`config.mk`:
```
export PLATFORM = sky130hd
export DESIGN_NAME = mf8_reg_dbg_arb
export DESIGN_NICKNAME = d
export VERILOG_FILES = /design/src/rtl/mf8_reg_dbg_arb.sv
export SDC_FILE = /design/constraint.sdc
export NUM_CORES = 1
export LEC_CHECK = 0
export CAP_MARGIN = 40
export CORE_ASPECT_RATIO = 1.25
export CORE_UTILIZATION = 43
export CTS_BUF_LIST = sky130_fd_sc_hd__clkbuf_4 sky130_fd_sc_hd__clkbuf_8 sky130_fd_sc_hd__clkbuf_16
export DETAILED_ROUTE_END_ITERATION = 7
export GPL_ROUTABILITY_DRIVEN = 0
export PLACE_DENSITY = 0.85
export SETUP_SLACK_MARGIN = 0.15
export SYNTH_ARGS = -nofsm -noshare
export SYNTH_HDL_FRONTEND = slang
export SYNTH_SLANG_ARGS = --single-unit
```
`constraint.sdc`:
```
create_clock -name Clk -period 3.3 [get_ports Clk]
set_input_delay 0.495 -clock Clk [delete_from_list [all_inputs] [get_ports Clk]]
set_output_delay 0.495 -clock Clk [all_outputs]
set_load 0.05 [all_outputs]
```
`src/rtl/mf8_reg_dbg_arb.sv`:
```
// mf8_reg_dbg_arb
//   Shares the mf8 register file between the core pipeline and a debug/host
//   port. Core register traffic normally passes straight through to mf8_reg.
//   A debug request stalls the core for three cycles. During those cycles the
//   arbiter performs one 8-bit register read or write. It then restores the
//   core's Rd operand view before releasing the stall.
//
// Ports
//   Clk, Reset_n                  clock, asynchronous active-low reset
//   Core_Wr/Rd_Addr/Rr_Addr/Data  core register-file traffic
//   Core_Lock                     core multi-cycle sequence, blocks debug grant
//   Stall                         core freeze request
//   Dbg_Req/We/Addr/WData         debug access request and payload
//   Dbg_Ack, Dbg_RData            completion pulse and read data
//   Rf_Wr/Rd_Addr/Rr_Addr/Data_In drive mf8_reg
//   Rf_Rd_Data                    mf8_reg Rd read data (1-cycle sync read)
//
// Parameters
//   MIN_GAP  idle cycles enforced between debug accesses (0..15)

module mf8_reg_dbg_arb #(
  parameter int unsigned MIN_GAP = 4
) (
  input  logic       Clk,
  input  logic       Reset_n,
  input  logic       Core_Wr,
  input  logic [4:0] Core_Rd_Addr,
  input  logic [4:0] Core_Rr_Addr,
  input  logic [7:0] Core_Data,
  input  logic       Core_Lock,
  output logic       Stall,
  input  logic       Dbg_Req,
  input  logic       Dbg_We,
  input  logic [4:0] Dbg_Addr,
  input  logic [7:0] Dbg_WData,
  output logic       Dbg_Ack,
  output logic [7:0] Dbg_RData,
  output logic       Rf_Wr,
  output logic [4:0] Rf_Rd_Addr,
  output logic [4:0] Rf_Rr_Addr,
  output logic [7:0] Rf_Data_In,
  input  logic [7:0] Rf_Rd_Data
);

  typedef enum logic [1:0] {
    IDLE   = 2'd0,
    S_ADDR = 2'd1,
    S_DATA = 2'd2,
    S_REST = 2'd3
  } state_t;

  localparam logic [3:0] GapLoad = 4'(MIN_GAP);

  state_t     state_q;
  logic [3:0] gap_q;
  logic       stall_q;
  logic       ack_q;
  logic [7:0] rdata_q;
  logic       we_q;
  logic [4:0] addr_q;
  logic [7:0] wdata_q;

  logic       grant;
  logic       rfWr_d;
  logic [4:0] rfRdAddr_d;
  logic [7:0] rfData_d;

  // A debug access may only start from IDLE. The core must not be inside a
  // locked sequence. The gap since the previous access must have elapsed.
  assign grant = (state_q == IDLE) && Dbg_Req && !Core_Lock && (gap_q == 4'd0);

  // Access sequencer. Stall and Dbg_Ack are registered here so they depend
  // only on state, never combinationally on Dbg_Req.
  always_ff @(posedge Clk or negedge Reset_n) begin
    if (!Reset_n) begin
      state_q <= IDLE;
      gap_q   <= 4'd0;
      stall_q <= 1'b0;
      ack_q   <= 1'b0;
      rdata_q <= 8'h00;
      we_q    <= 1'b0;
      addr_q  <= 5'd0;
      wdata_q <= 8'h00;
    end else begin
      ack_q <= 1'b0;
      case (state_q)
        IDLE: begin
          if (gap_q != 4'd0) begin
            gap_q <= gap_q - 4'd1;
          end
          if (grant) begin
            state_q <= S_ADDR;
            stall_q <= 1'b1;
            we_q    <= Dbg_We;
            addr_q  <= Dbg_Addr;
            wdata_q <= Dbg_WData;
          end
        end
        S_ADDR: begin
          state_q <= S_DATA;
        end
        S_DATA: begin
          // The read was addressed in S_ADDR. The register file bypass
          // folds in a same-address drain write from that cycle.
          if (!we_q) begin
            rdata_q <= Rf_Rd_Data;
          end
          ack_q   <= 1'b1;
          state_q <= S_REST;
        end
        S_REST: begin
          stall_q <= 1'b0;
          gap_q   <= GapLoad;
          state_q <= IDLE;
        end
        default: begin
          state_q <= IDLE;
        end
      endcase
    end
  end

  // Register-file steering.
  // S_ADDR drains the core write that pairs with the last IDLE address and
  // points Rd at the debug register. S_DATA issues the debug write and
  // re-reads the core's Rd address. This makes the core's operand valid
  // again in S_REST.
  always_comb begin
    rfWr_d     = Core_Wr;
    rfRdAddr_d = Core_Rd_Addr;
    rfData_d   = Core_Data;
    case (state_q)
      S_ADDR: begin
        rfRdAddr_d = addr_q;
      end
      S_DATA: begin
        rfWr_d   = we_q;
        rfData_d = wdata_q;
      end
      S_REST: begin
        rfWr_d = 1'b0;
      end
      default: begin
      end
    endcase
  end

  // No register-file write may slip through while reset is held.
  assign Rf_Wr      = rfWr_d & Reset_n;
  assign Rf_Rd_Addr = rfRdAddr_d;
  assign Rf_Rr_Addr = Core_Rr_Addr;
  assign Rf_Data_In = rfData_d;

  assign Stall     = stall_q;
  assign Dbg_Ack   = ack_q;
  assign Dbg_RData = rdata_q;

endmodule

```
* Word level (Yosys, flattened, before mapping)
Index checks and enable logic that the tools add are counted.
** Cells by class
- $add $sub $neg :: 1
- Equal/unequal tests :: 5
- Mux-type cells :: 10
- Bitwise gates (word level) :: 2
- Reductions and logical operators :: 12
** Operator list (number)
- 8-bit two-way mux :: 1
- 2-bit case mux with 4 select lines :: 1
- 4-bit case mux with 2 select lines :: 1
- 2-bit AND reduction :: 4
- 5-bit two-way mux :: 1
- 2-bit == test, second input constant :: 2
- 4-bit zero test :: 1
- 4-bit two-way mux :: 1
- 1-bit case mux with 2 select lines :: 2
- 4-bit nonzero test :: 1
- 4-bit by 1-bit subtractor with 4-bit output, second input constant :: 1
- 1-bit logical AND :: 3
- 2-bit by 1-bit == test with 1-bit output, second input constant :: 1
- 2-bit zero test :: 1
- 1-bit two-way mux :: 2
- 2-bit two-way mux :: 1
- 2-bit by 1-bit inequality test with 1-bit output, second input constant :: 1
- 2-bit inequality test, second input constant :: 1
- 2-bit nonzero test :: 1
- 1-bit bitwise AND :: 1
- 1-bit zero test :: 1
- 1-bit NOT :: 1
** Word-level totals
- Bits in registers :: 30
- Bits of input ports :: 45
- Output and inout port bits :: 29
- Logic and storage cells :: 38

* Longest topological paths before layout
Gate-level depths: netlist (run 1).
- Word-level depth :: 6
- Mapped depth :: 6
- Mapped depth without buffers :: 5

* Worst setup path after synthesis (run 1)
Ideal clock, no wire load.
- Path type :: register to output
- Start point :: reg state_q[0]
- End point :: out Rf_Wr
- Arrival :: 1.818 ns
- Required time :: 2.805 ns
- Slack :: 0.987 ns
- Cell stages (with the launch flop) :: 6
- Path buffers :: 1
- Cell sequence :: dfrtp_1 > inv_1 > ha_1 > clkbuf_1 > a22oi_1 > nor2b_1
** On the way
- Longest elaborated chain between the ends :: 3
- Elaborated cells on any way between the ends :: 4
** Ends and longest elaborated chain
- start, declared :: line 54 : state_t state_q;
- start signal, assigned :: line 76 : state_q <= IDLE;
- start signal, assigned :: line 92 : state_q <= S_ADDR;
- start signal, assigned :: line 100 : state_q <= S_DATA;
- 2-bit == test :: line 132 : case (state_q)
- 1-bit case mux with 2 select lines (*) :: line 132
- 1-bit bitwise AND (*) :: line 149 : assign Rf_Wr = rfWr_d & Reset_n;
- end, declared :: line 38 : output logic Rf_Wr,
Every way passes the cells marked *; elsewhere a longest branch is shown, timed or not.

* Worst setup path after layout (run 1)
- Start point :: reg state_q[0]
- End point :: out Rf_Data_In[2]
** On the way
- Longest elaborated chain between the ends :: 2
** Ends and longest elaborated chain
- 2-bit == test :: line 132
- 8-bit two-way mux :: line 132
- end, declared :: line 41 : output logic [7:0] Rf_Data_In,
Every way passes these cells.

==> flow_summary_export.csv, run 1 <==
group,metric,value,unit
outcome,outcome,"finished clean",
worst_setup_path,timing.rr.start,"state_q[1]$_DFFE_PN0P_",
hold_path,holdCritStartpoint,"wdata_q[7]$_DFFE_PN0P_",
clocking,cts_tree,"done",
detailed_routing,wl,3580,µm
worst_setup_path,cp.required,2800,ps
power,p_per_area,1050,nW/µm²
cells_and_area,drive_above_1_share,27.3,%
synth,ys.flop_type,"dfrtp_1",
cells_and_area,multi_input_area,679,µm²
synth,synth_cells,115,
detailed_routing,route.detailed.drc,0,
timing,setup_viol,0,
worst_setup_path,critPathMaxFanout,12,
timing,period_share,86.6,%
worst_setup_path,startpoint_type,"flop",
timing,min_period,2860,ps
timing,rsz0062_at_grt,"no",
timing,holdWs,505,ps
synth,synth_top_cell_by_area,"dfrtp_1",
detailed_routing,drt_first_iter_violations,34,
synth,synthDistinctLibCells,26,
clocking,clock_latency,280,ps
detailed_routing,avgViaCountPerCell,5.37,
detailed_routing,wl_per_cell,16.8,µm
timing,tightest_slew,734,ps
clocking,postCtsHoldBufs,0,
job,maxCapViolations,0,
detailed_routing,vias,1144,
synth,async_reset_ff_share,100,%
clocking,cts_root_buf,"clkbuf_8",
timing,timing.fmax,350,MHz
global_route,overflow,0,
worst_setup_path,slowest_delay,710,ps
clocking,htreeDepth,2,
die,die_x,55.1,µm
clocking,clk_pin_slew,60,ps
die,die_y,68.3,µm
synth,synth_most_common_cell,"mux2_2",
place,dp_slack,731,ps
clocking,numCtsBuffers,5,
timing,worst_slack,442,ps
hold_path,whs_endpoint,"wdata_q[7]$_DFFE_PN0P_",
global_route,grt_pass1_wl,5300,µm
worst_setup_path,cp-end-kind,"output pin",
worst_setup_path,worstPathArrival,2360,ps
clocking,cts_buffer_depth,2,
synth,synth_fp_nets,166,
cells_and_area,final_util,67.9,%
detailed_routing,firstDrtPassIters,4,
global_route,grt_pass1_vias,1149,
timing,timing.final.max_slew_violations,0,
hold_path,min_path_type,"flop to flop",
worst_setup_path,path_cells,"inv_1 > ha_1 > mux2_2 > clkdlybuf4s50_1",
worst_setup_path,crit_buf_inv,2,
synth,syn_avg_cell_area,13.2,µm²
cells_and_area,syn2layout_area_growth,47.2,%
power,ir_drop,0.541,mV
clocking,post_cts_buffers,0,
die,die_area,3760,µm²
place,dpl.hpwl,2700,µm
global_route,grt_use_total,20.4,%
synth,ys_ff_latch,30,
timing,relSlewSlack,50.9,%
cells_and_area,num_antenna_cells,0,
clocking,cts_resized,0,
detailed_routing,antenna_left,0,
place,io_buffers,63,
die,rows,23,
timing,setup_tns,0,ps
timing,finalHoldViolations,0,
worst_setup_path,rrSetupSlack,980,ps
synth,ys_warn_count,0,
power,leakagePower,0.925,nW
synth,synth_top_area_share,49.6,%
global_route,grt_antenna_before_repair,0,
hold_path,hold_depth,1,
cells_and_area,nNetsFinal,227,
worst_setup_path,r2r_end,"addr_q[0]$_DFFE_PN0P_",
die,pin_count,74,
cells_and_area,fillerInstances,251,
cells_and_area,ff_latch_area,751,µm²
worst_setup_path,criticalPathCategory,"flop to output pin",
synth,yosys-top-cells-count,"mux2_2 (36), dfrtp_1 (30), ha_1 (6)",
synth,yosys-top-cells-area,"dfrtp_1 (50%), mux2_2 (27%), ha_1 (5.0%), buf_4 (2.5%), a311o_1 (1.3%)",
synth,netlist_area,1510,µm²
worst_setup_path,ff2ff_path_depth,5,
die,core_area,3280,µm²
clocking,cts.sinks,30,
worst_setup_path,crit_slowest_cell,"clkdlybuf4s50_1",
timing,skew,2.88,ps
die,start_util,46.1,%
global_route,grt_max_degree,31,
worst_setup_path,critical-path-top-delay-family,"buffers and inverters",
synth,synth_edf_count,0,
synth,synth-seq-area-share,49.6,%
layout make-up:
| cell class | instances | area share (%) |
|---|---|---|
| clock buffers | 7 | 3.76 |
| inverters | 5 | 0.843 |
| multi-input cells | 70 | 30.5 |
| flip-flops and latches | 30 | 33.7 |
| well taps | 37 | 2.08 |
| repair buffers | 64 | 29.1 |
routing by layer:
metal	share of wire (%)	vias up	track usage (%)
li1	-	529	-
met1	35	557	21.3
met2	56	46	36.4
met3	6.3	12	6.22
met4	2.6	0	8.75
met5	0	-	0
cells by family after synthesis:
logic type / Yosys count / share of synthesized area [%]
and+or+nand+nor: 17 / 7.77
buffers and inverters: 15 / 5.46
DFF: 30 / 49.6
muxes: 37 / 27.5
adders and majority gates: 6 / 4.96
AOI/OAI and AO/OA: 10 / 4.71
cell usage in the layout, fill, tap and decap left out, types with 2 or more instances in the layout:
master           count
clkdlybuf4s50_1     62
nor4_1               2
clkbuf_8             5
nor3b_1              2
inv_1                5
dfrtp_1             30
a311o_1              2
nor2b_1              3
clkbuf_4             2
ha_1                 6
mux2_2              36
nor2_1               3
o21ai_0              2
a31oi_1              2
registers in the layout, summed over array words and instances, names as in the netlist:
name	cells
gap_q	4
Dbg_Ack	1
wdata_q	8
we_q	1
addr_q	5
Dbg_RData	8
state_q	2
Stall	1
through the flow:
stage / instance area, µm² / total power [mW] / cells
after floorplan: 1510 / 1.65 / 115
after global placement: 2140 / 2.01 / 206
after detailed placement: 2140 / 2.07 / 206
after CTS: 2230 / 2.36 / 213
after global routing: 2230 / 2.47 / 213
final: 2230 / 2.35 / 213
how the worst max path moves through the flow:
stage	startpoint	to	slack, ps	depth (start not counted)
after CTS	state_q[0]$_DFFE_PN0P_	Rf_Data_In[2]	420	4
after detailed placement	state_q[0]$_DFFE_PN0P_	Rf_Data_In[2]	730	4
final	state_q[0]$_DFFE_PN0P_	Rf_Data_In[2]	440	4
after global placement	state_q[0]$_DFFE_PN0P_	Rf_Data_In[5]	810	4
after floorplan	state_q[0]$_DFFE_PN0P_	Rf_Wr	990	5
after global routing	state_q[0]$_DFFE_PN0P_	Rf_Data_In[6]	340	4
report_power, final:
group / internal (mW) / switching (mW) / total [mW]
logic: 0.589 / 0.811 / 1.40
registers: 0.552 / 0.110 / 0.662
clock network: 0.161 / 0.124 / 0.286
total: 1.30 / 1.05 / 2.35
No activity file was read; power rests on OpenSTA's default activity.
==> run 2, diff against run 1 <==
- REMOVE_ABC_BUFFERS: default -> 1
==> run 2 against run 1 <==
  * Register-to-register slack better by 90 ps
  * Die area stayed put
  * Global-route usage is 2.2 points lower
==> flow_summary_export.csv, run 2 (synthesis gave the netlist of run 1 again) <==
group,metric,value,unit
outcome,outcome,"finished clean",
worst_setup_path,criticalPathCategory,"flop to output pin",
timing,worst_slack,457,ps
worst_setup_path,cp-end-kind,"output pin",
clocking,cts_buffer_depth,2,
cells_and_area,design_area,2240,µm²
global_route,grt_use_total,18.2,%
detailed_routing,drt_first_iter_violations,12,
worst_setup_path,cp.required,2800,ps
hold_path,min_path_type,"flop to flop",
global_route,grt_pass1_wl,4740,µm
power,leakagePower,0.931,nW
detailed_routing,firstDrtPassIters,3,
timing,rsz0062_at_grt,"no",
global_route,overflow,0,
timing,skew,2.61,ps
global_route,grt_max_degree,31,
cells_and_area,syn2layout_area_growth,48.0,%
global_route,grt_pass1_vias,1142,
timing,setup_tns,0,ps
clocking,clk_pin_slew,60,ps
cells_and_area,stdcell_count,214,
clocking,cts_tree,"done",
worst_setup_path,slowest_delay,710,ps
detailed_routing,wl,3000,µm
die,die_x,55.1,µm
place,dpl_cell_area,2140,µm²
power,p_per_area,1050,nW/µm²
global_route,grt_antenna_before_repair,0,
job,maxCapViolations,0,
clocking,cts_root_buf,"clkbuf_8",
detailed_routing,avgViaCountPerCell,5.29,
detailed_routing,wl_per_cell,14.0,µm
power,ir_drop,0.687,mV
timing,min_period,2840,ps
clocking,clock_latency,280,ps
detailed_routing,antenna_left,0,
clocking,htreeDepth,2,
cells_and_area,fillerInstances,265,
die,core_area,3280,µm²
timing,tightest_slew,696,ps
cells_and_area,drive_above_1_share,27.7,%
clocking,cts.sinks,30,
timing,finalHoldViolations,0,
die,pin_count,74,
place,dp_slack,735,ps
die,die_y,68.3,µm
cells_and_area,layout_commonest_cell,"clkdlybuf4s50_1",
die,start_util,46.1,%
power,total_power,2.35,mW
timing,setup_viol,0,
clocking,postCtsHoldBufs,0,
detailed_routing,route.detailed.drc,0,
cells_and_area,nNetsFinal,227,
place,dp.cells,206,
place,dpl.hpwl,2320,µm
die,die_area,3760,µm²
detailed_routing,vias,1132,
timing,relSlewSlack,53.5,%
worst_setup_path,critPathMaxFanout,12,
timing,timing.final.max_slew_violations,0,
place,io_buffers,63,
worst_setup_path,startpoint_type,"flop",
timing,period_share,86.2,%
cells_and_area,final_cell_mix,"clkdlybuf4s50_1 (62), mux2_2 (36), dfrtp_1 (30)",
clocking,post_cts_buffers,0,
worst_setup_path,worstPathArrival,2350,ps
cells_and_area,num_antenna_cells,0,
timing,timing.fmax,352,MHz
worst_setup_path,path_cells,"inv_1 > ha_1 > mux2_2 > clkdlybuf4s50_1",
clocking,numCtsBuffers,5,
die,rows,23,
worst_setup_path,crit_slowest_cell,"clkdlybuf4s50_1",
clocking,cts_resized,0,
run 2: cell count changes in the layout (fill, tap and decap cells not counted), sizes merged:
cell | before | now
clkinv | 0 | 1
run 2: path summary, 6_finish.rpt:
check	from	endpoint	slack, ps	cells after the start
max reg2reg	gap_q[0]$_DFFE_PN0P_	wdata_q[6]$_DFFE_PN0P_	1070	5
min in group asynchronous	Reset_n	wdata_q[6]$_DFFE_PN0P_	640	2
max in group asynchronous	Reset_n	Dbg_Ack$_DFF_PN0_	2390	2
max	state_q[0]$_DFFE_PN0P_	Rf_Data_In[7]	460	4
min reg2reg	Dbg_RData[1]$_DFFE_PN0P_	Dbg_RData[1]$_DFFE_PN0P_	510	1
min	Dbg_RData[1]$_DFFE_PN0P_	Dbg_RData[1]$_DFFE_PN0P_	510	1
run 2: final cells by class:
type	count	area, µm²	share of cell area [%]
Sequential cell	30	751	33.5
Multi-Input combinational cell	70	679	30.4
Timing Repair Buffer	64	648	29.0
Clock buffer	7	90.1	4.02
Tap cell	37	46.3	2.07
Inverter	5	18.8	0.838
Clock inverter	1	5.00	0.224
run 2: per-layer routing:
| metal | wire (µm) | share of wire [%] | vias to the layer above | track usage, % |
|---|---|---|---|---|
| li1 | - | - | 528 | - |
| met1 | 1110 | 37 | 542 | 18.3 |
| met2 | 1560 | 52 | 58 | 30.9 |
| met3 | 292 | 9.7 | 4 | 10.0 |
| met4 | 36 | 1.2 | 0 | 6.56 |
| met5 | 0 | 0 | - | 0 |
run 2: stage by stage:
step                hold WS (ps)  util, %
finish                       507     68.2
global route                 525     68.2
CTS                          509     68.2
detailed placement           494     65.3
global placement             487     65.3
floorplan                    199        -
run 2: worst max-delay path, delay by kind of cell, from the launching register on:
family / cells / cell delay (ps)
adder cells (fa/ha/maj): 1 / 460
buffers and inverters: 2 / 820
flip-flops: 1 / 400
multiplexers: 1 / 390
run 2: power breakdown:
part | switching [mW] | internal [mW] | total, mW
registers | 0.108 | 0.552 | 0.660
clock network | 0.132 | 0.176 | 0.308
logic | 0.792 | 0.588 | 1.38
total | 1.03 | 1.32 | 2.35
